**config.mk**
```make
export PLATFORM = sky130hd
export DESIGN_NAME = spi_serf
export DESIGN_NICKNAME = d
export VERILOG_FILES = /design/src/rtl/spi_serf.sv
export SDC_FILE = /design/constraint.sdc
export NUM_CORES = 1
export LEC_CHECK = 0
export CORE_MARGIN = 1
export CORE_UTILIZATION = 54
export CTS_CLUSTER_SIZE = 8
export DETAILED_ROUTE_END_ITERATION = 16
export GPL_TIMING_DRIVEN = 1
export PLACE_DENSITY = 0.77
export SYNTH_ARGS = -nofsm -noshare
export SYNTH_HDL_FRONTEND = slang
export SYNTH_SLANG_ARGS = --single-unit
export TNS_END_PERCENT = 10
```
**constraint.sdc**
```tcl
create_clock -name clk -period 2.9 [get_ports clk]
set_clock_uncertainty 0.2 [all_clocks]
set_input_delay 0.435 -clock clk [delete_from_list [all_inputs] [get_ports clk]]
set_output_delay 0.435 -clock clk [all_outputs]
set_load 0.03 [all_outputs]
```
**src/rtl/spi_serf.sv**
```systemverilog
//----------------------------------------------------------------------------
// Module      : spi_serf
// Description : SPI serf (slave). SS_n/SCLK/MOSI are synchronized into the
//               clk domain and edge-detected. Bits are sampled on SCLK rise
//               and shifted in on SCLK fall, MSB first. The transmit word is
//               loaded with wrt while idle. A completed 16-bit frame updates
//               rx_data and pulses rdy.
//               Optional build macro SPI_SERF_FRAME_CHECK_EN adds the frm_err
//               output, which flags frames that end with a wrong bit count.
// Revision    : 1.0 - initial release
//----------------------------------------------------------------------------
`default_nettype none

module spi_serf #(
  parameter int WIDTH = 16
) (
  input  logic             clk,
  input  logic             rst,
  input  logic             SS_n,
  input  logic             SCLK,
  input  logic             MOSI,
  output logic             MISO,
  input  logic             wrt,
  input  logic [WIDTH-1:0] tx_data,
  output logic [WIDTH-1:0] rx_data,
  output logic             rdy,
`ifdef SPI_SERF_FRAME_CHECK_EN
  output logic             frm_err,
`endif
  output logic             busy
);

  // bit counter must hold WIDTH+1 (saturation value)
  localparam int CW = $clog2(WIDTH + 2);
  localparam logic [CW-1:0] CNT_FULL = CW'(WIDTH);
  localparam logic [CW-1:0] CNT_SAT  = CW'(WIDTH + 1);

  localparam logic [1:0] SYNC   = 2'd0;
  localparam logic [1:0] IDLE   = 2'd1;
  localparam logic [1:0] ACTIVE = 2'd2;

  logic [1:0]       state;
  logic [1:0]       settle;
  logic             ss_meta, ss_sync, ss_hist;
  logic             sclk_meta, sclk_sync, sclk_hist;
  logic             mosi_meta, mosi_sync, mosi_hist;
  logic [WIDTH-1:0] shft_reg;
  logic [CW-1:0]    bit_cnt;
  logic             sample;

  logic             ss_fall, ss_rise, sclk_rise, sclk_fall;
  logic [CW-1:0]    cnt_nxt;
  logic             sample_nxt;
  logic [WIDTH-1:0] shft_nxt;
  logic [WIDTH-1:0] word_done;
  logic             frame_end, frame_ok;

  // Two-flop synchronizers plus a history flop for edge detection
  always_ff @(posedge clk or posedge rst) begin
    if (rst) begin
      ss_meta   <= 1'b1;
      ss_sync   <= 1'b1;
      ss_hist   <= 1'b1;
      sclk_meta <= 1'b1;
      sclk_sync <= 1'b1;
      sclk_hist <= 1'b1;
      mosi_meta <= 1'b0;
      mosi_sync <= 1'b0;
      mosi_hist <= 1'b0;
    end else begin
      ss_meta   <= SS_n;
      ss_sync   <= ss_meta;
      ss_hist   <= ss_sync;
      sclk_meta <= SCLK;
      sclk_sync <= sclk_meta;
      sclk_hist <= sclk_sync;
      mosi_meta <= MOSI;
      mosi_sync <= mosi_meta;
      mosi_hist <= mosi_sync;
    end
  end

  assign ss_fall   = ss_hist & ~ss_sync;
  assign ss_rise   = ~ss_hist & ss_sync;
  assign sclk_rise = ~sclk_hist & sclk_sync;
  assign sclk_fall = sclk_hist & ~sclk_sync;

  // Counts the clocks needed for the synchronizer to flush its reset values,
  // so SYNC only trusts SS_n once it reflects the real pin
  always_ff @(posedge clk or posedge rst) begin
    if (rst) begin
      settle <= 2'd0;
    end else if (settle != 2'd2) begin
      settle <= settle + 2'd1;
    end
  end

  // Per-cycle frame update: SCLK edge is applied first so a coincident
  // SS_n rise sees the final bit
  always_comb begin
    cnt_nxt    = bit_cnt;
    sample_nxt = sample;
    shft_nxt   = shft_reg;
    if (state == ACTIVE) begin
      if (sclk_rise) begin
        sample_nxt = mosi_hist;
        if (bit_cnt != CNT_SAT) begin
          cnt_nxt = bit_cnt + 1'b1;
        end
      end
      // a fall with no rise yet in this frame is the front porch
      if (sclk_fall && (bit_cnt != '0)) begin
        shft_nxt = {shft_reg[WIDTH-2:0], sample};
      end
    end
  end

  assign word_done = {shft_nxt[WIDTH-2:0], sample_nxt};
  assign frame_end = (state == ACTIVE) && ss_rise;
  assign frame_ok  = frame_end && (cnt_nxt == CNT_FULL);

  // Frame state machine
  always_ff @(posedge clk or posedge rst) begin
    if (rst) begin
      state <= SYNC;
    end else begin
      case (state)
        SYNC:    if ((settle == 2'd2) && ss_sync) state <= IDLE;
        IDLE:    if (ss_fall) state <= ACTIVE;
        ACTIVE:  if (ss_rise) state <= IDLE;
        default: state <= SYNC;
      endcase
    end
  end

  // Shift register, bit counter and sample bit
  always_ff @(posedge clk or posedge rst) begin
    if (rst) begin
      shft_reg <= '0;
      bit_cnt  <= '0;
      sample   <= 1'b0;
    end else begin
      case (state)
        IDLE: begin
          if (wrt) shft_reg <= tx_data;
          if (ss_fall) bit_cnt <= '0;
        end
        ACTIVE: begin
          bit_cnt <= cnt_nxt;
          sample  <= sample_nxt;
          // a good frame leaves the full word in place so it echoes back
          shft_reg <= frame_ok ? word_done : shft_nxt;
        end
        default: ;
      endcase
    end
  end

  // Received word and completion strobes
  always_ff @(posedge clk or posedge rst) begin
    if (rst) begin
      rx_data <= '0;
      rdy     <= 1'b0;
`ifdef SPI_SERF_FRAME_CHECK_EN
      frm_err <= 1'b0;
`endif
    end else begin
      rdy <= frame_ok;
      if (frame_ok) rx_data <= word_done;
`ifdef SPI_SERF_FRAME_CHECK_EN
      frm_err <= frame_end && (cnt_nxt != CNT_FULL);
`endif
    end
  end

  assign MISO = shft_reg[WIDTH-1];
  assign busy = (state == ACTIVE);

endmodule

`default_nettype wire

```
==> results.tsv <==
metric	value	unit
required	2.88	ns
ys_warn_count	0	
antenna_found_initial	0	
dieArea	0.005201	sq mm
ios	41	
ys_types	42	
syn_avg_cell_area	9.655	sq um
synth-seq-cells	52	
rr_startpoint	bit_cnt[1]	
critPathMaxFanout	18	
die_w	72.12	microns
path_cells	inv_1 -> ha_1 -> nor2b_1 -> a21boi_4 -> mux2i_1 -> or4_1 -> buf_4 -> inv_2 -> a2111oi_1 -> a2bb2oi_1	
worstMarginPinSlew	0.5688	ns
critPathBufInv	3	
cp_slowest_cell	dfrtp_1	
drive_gt1_frac	0.1500	
seq_area_frac_synth	0.4929	
die_y	72.12	microns
gr-usage-all-layers	0.2304	
num_rows	25	
max_freq	0.3773	GHz
grt_max_degree	32	
grt_pass1_wl	9294	microns
vias	2126	
grt.overflow.total	0	
syn_area	0.002655	sq mm
setup_slack	0.2495	ns
worstHoldStart	mosi_meta	
reg2regPathDepth	10	
cts_root_buf	clkbuf_8	
final_cell_mix	nor2_1, dfrtp_1, clkdlybuf4s50_1	
switchingPower	0.0009407	W
met2_usage	0.3873	
area_delta_synth_final	22.81	%
r2r-end	shft_reg[15]	
final.min_clock_period	2.651	ns
intPower	0.001519	W
cp.arrival	2.63	ns
maxSlewHeadroom	0.6202	
gp_congestion	0.8092	
status	complete, no violations	
maxCapViolCount	0	
p_leak	1.461	nW
rrSetupSlack	0.25	ns
final_nets	349	
clkLatencyLatePin	0.30	ns
drt-pass1-iter-count	4	
drv_slew	0	
cts_buffers	5	
drt_iter0_drc	119	
cp.depth	10	
initial_core_util	0.5621	
wl_per_cell	14.19	microns
crit_type	reg -> reg	
min_path_cells	0	
syn-num-nets	305	
cts_tree	done	
hold_viol_final	0	
switching_share	0.3825	
hp-class	reg -> reg	
clkPwrFrac	0.173	
syn_inst	275	
seqPwrFrac	0.403	
port-buffer-count	40	
fin_setup_tns	0	ns
cts.sinks	52	
dp_hpwl	3891	microns
holdPathEnd	mosi_sync	
pwr-share-comb	0.424	
start_kind	flip-flop	
layout_commonest_cell	nor2_1	
core_area	0.004723	sq mm
clk_pin_slew_worst_paths	0.09	ns
peakVddDrop	0.0004098	V
setup_viol_count_final	0	
htreeDepth	2	
post-route-period-util	0.9140	
clk_path_buf_depth	2	
cp_slowest_stage_delay	0.44	ns
via_per_inst	5.494	
cts_setup_buffers	0	
grt_pass1_vias	2093	
wl	5492	microns
grtUsageMet1	0.3065	
place_ws	0.2520	ns
critPathTopFamily	compound AO/OA/AOI/OAI gates	
pwr_density_cell	754.3	mW/mm^2
use_met3	0.04306	
ant_nets	0	
endpoint_kind	flip-flop	
busiest_layer	met2	
drc_errors	0	
num_antenna_cells	0	
rsz0062_at_grt	no	
Yosys cell counts, drive strengths merged:
library cell | number | area, sq um
nor2 | 55 | 224.0
dfrtp | 46 | 1151
o21ai | 32 | 160.2
and3 | 18 | 112.6
a21oi | 15 | 75.07
mux2 | 15 | 168.9
inv | 11 | 41.29
nand2 | 10 | 37.54
clkbuf | 8 | 30.03
ha | 8 | 100.1
dfstp | 6 | 157.7
nor3 | 5 | 25.02
mux2i | 4 | 40.04
nand3b | 4 | 30.03
nor2b | 4 | 27.53
a21o | 3 | 22.52
a22o | 3 | 26.28
buf | 3 | 21.27
o31ai | 3 | 22.52
a2111oi | 2 | 17.52
and2 | 2 | 12.51
nand3 | 2 | 10.01
xnor2 | 2 | 17.52
a21boi | 1 | 18.77
a221oi | 1 | 8.760
a2bb2oi | 1 | 8.760
a32oi | 1 | 8.760
and2b | 1 | 7.510
and4b | 1 | 10.01
nand2b | 1 | 6.260
nand4 | 1 | 6.260
nor3b | 1 | 7.510
nor4b | 1 | 8.760
o21a | 1 | 7.510
o22ai | 1 | 6.260
o41a | 1 | 11.26
or4 | 1 | 7.510
power groups by stage:
stage	combinational, W	clock [W]	sequential, W
4_1_cts	0.00103	0.000435	0.000990
3_3_place_gp	0.00100	0	0.000997
6_report	0.00104	0.000426	0.000992
3_5_place_dp	0.00102	0	0.00101
2_1_floorplan	0.000752	0	0.000982
5_1_grt	0.00117	0.000458	0.00101
metal layers:
layer / wire, microns / vias to the layer above / share of wire
met5: 0 / - / 0
met4: 54 / 0 / 0.0098
met3: 185 / 5 / 0.034
met2: 2691 / 42 / 0.49
met1: 2561 / 1039 / 0.47
li1: - / 1040 / -
kinds of logic after synthesis:
family,Yosys count,share of synthesized area
adder cells (fa/ha/maj),8,0.03770
AO/OA/AOI/OAI,65,0.1485
XOR/XNOR,2,0.006599
buffers and inverters,22,0.03487
multiplexers,19,0.07870
flip-flops,52,0.4929
AND/OR/NAND/NOR,107,0.2008
metrics by stage:
step                instance area [sq um]  total power [W]  instances    util  hold WS, ns
floorplan                            2655         0.001734        275       -       0.1312
global placement                     3166         0.001997        379  0.6702       0.1352
detailed placement                   3166         0.002030        379  0.6702       0.1379
CTS                                  3259         0.002454        387  0.6901       0.1587
global route                         3261         0.002633        387  0.6903       0.1600
finish                               3261         0.002460        387  0.6903       0.1560
worst max-delay path by stage:
stage                    start            to  slack (ns)
floorplan           bit_cnt[1]  shft_reg[13]        0.42
global placement    bit_cnt[1]  shft_reg[12]        0.38
detailed placement  bit_cnt[1]  shft_reg[15]        0.25
CTS                 bit_cnt[1]  shft_reg[15]        0.21
global route        bit_cnt[1]  shft_reg[15]        0.06
finish              bit_cnt[1]  shft_reg[15]        0.25
repair_timing:
item | CTS | global route
setup endpoints to repair | 0 | 1
gates resized for setup | 0 | 1
hold buffers | 0 | 0
cell type report:
type | instances | area [sq um]
clock buffer | 7 | 86.33
inverter | 11 | 41.29
clock inverter | 1 | 7.507
multi-input combinational | 201 | 1260
fill | 380 | 1463
sequential | 52 | 1309
timing repair buffer | 48 | 473.0
tap | 67 | 83.83
Note: power is estimated with default switching activity, not from simulation.
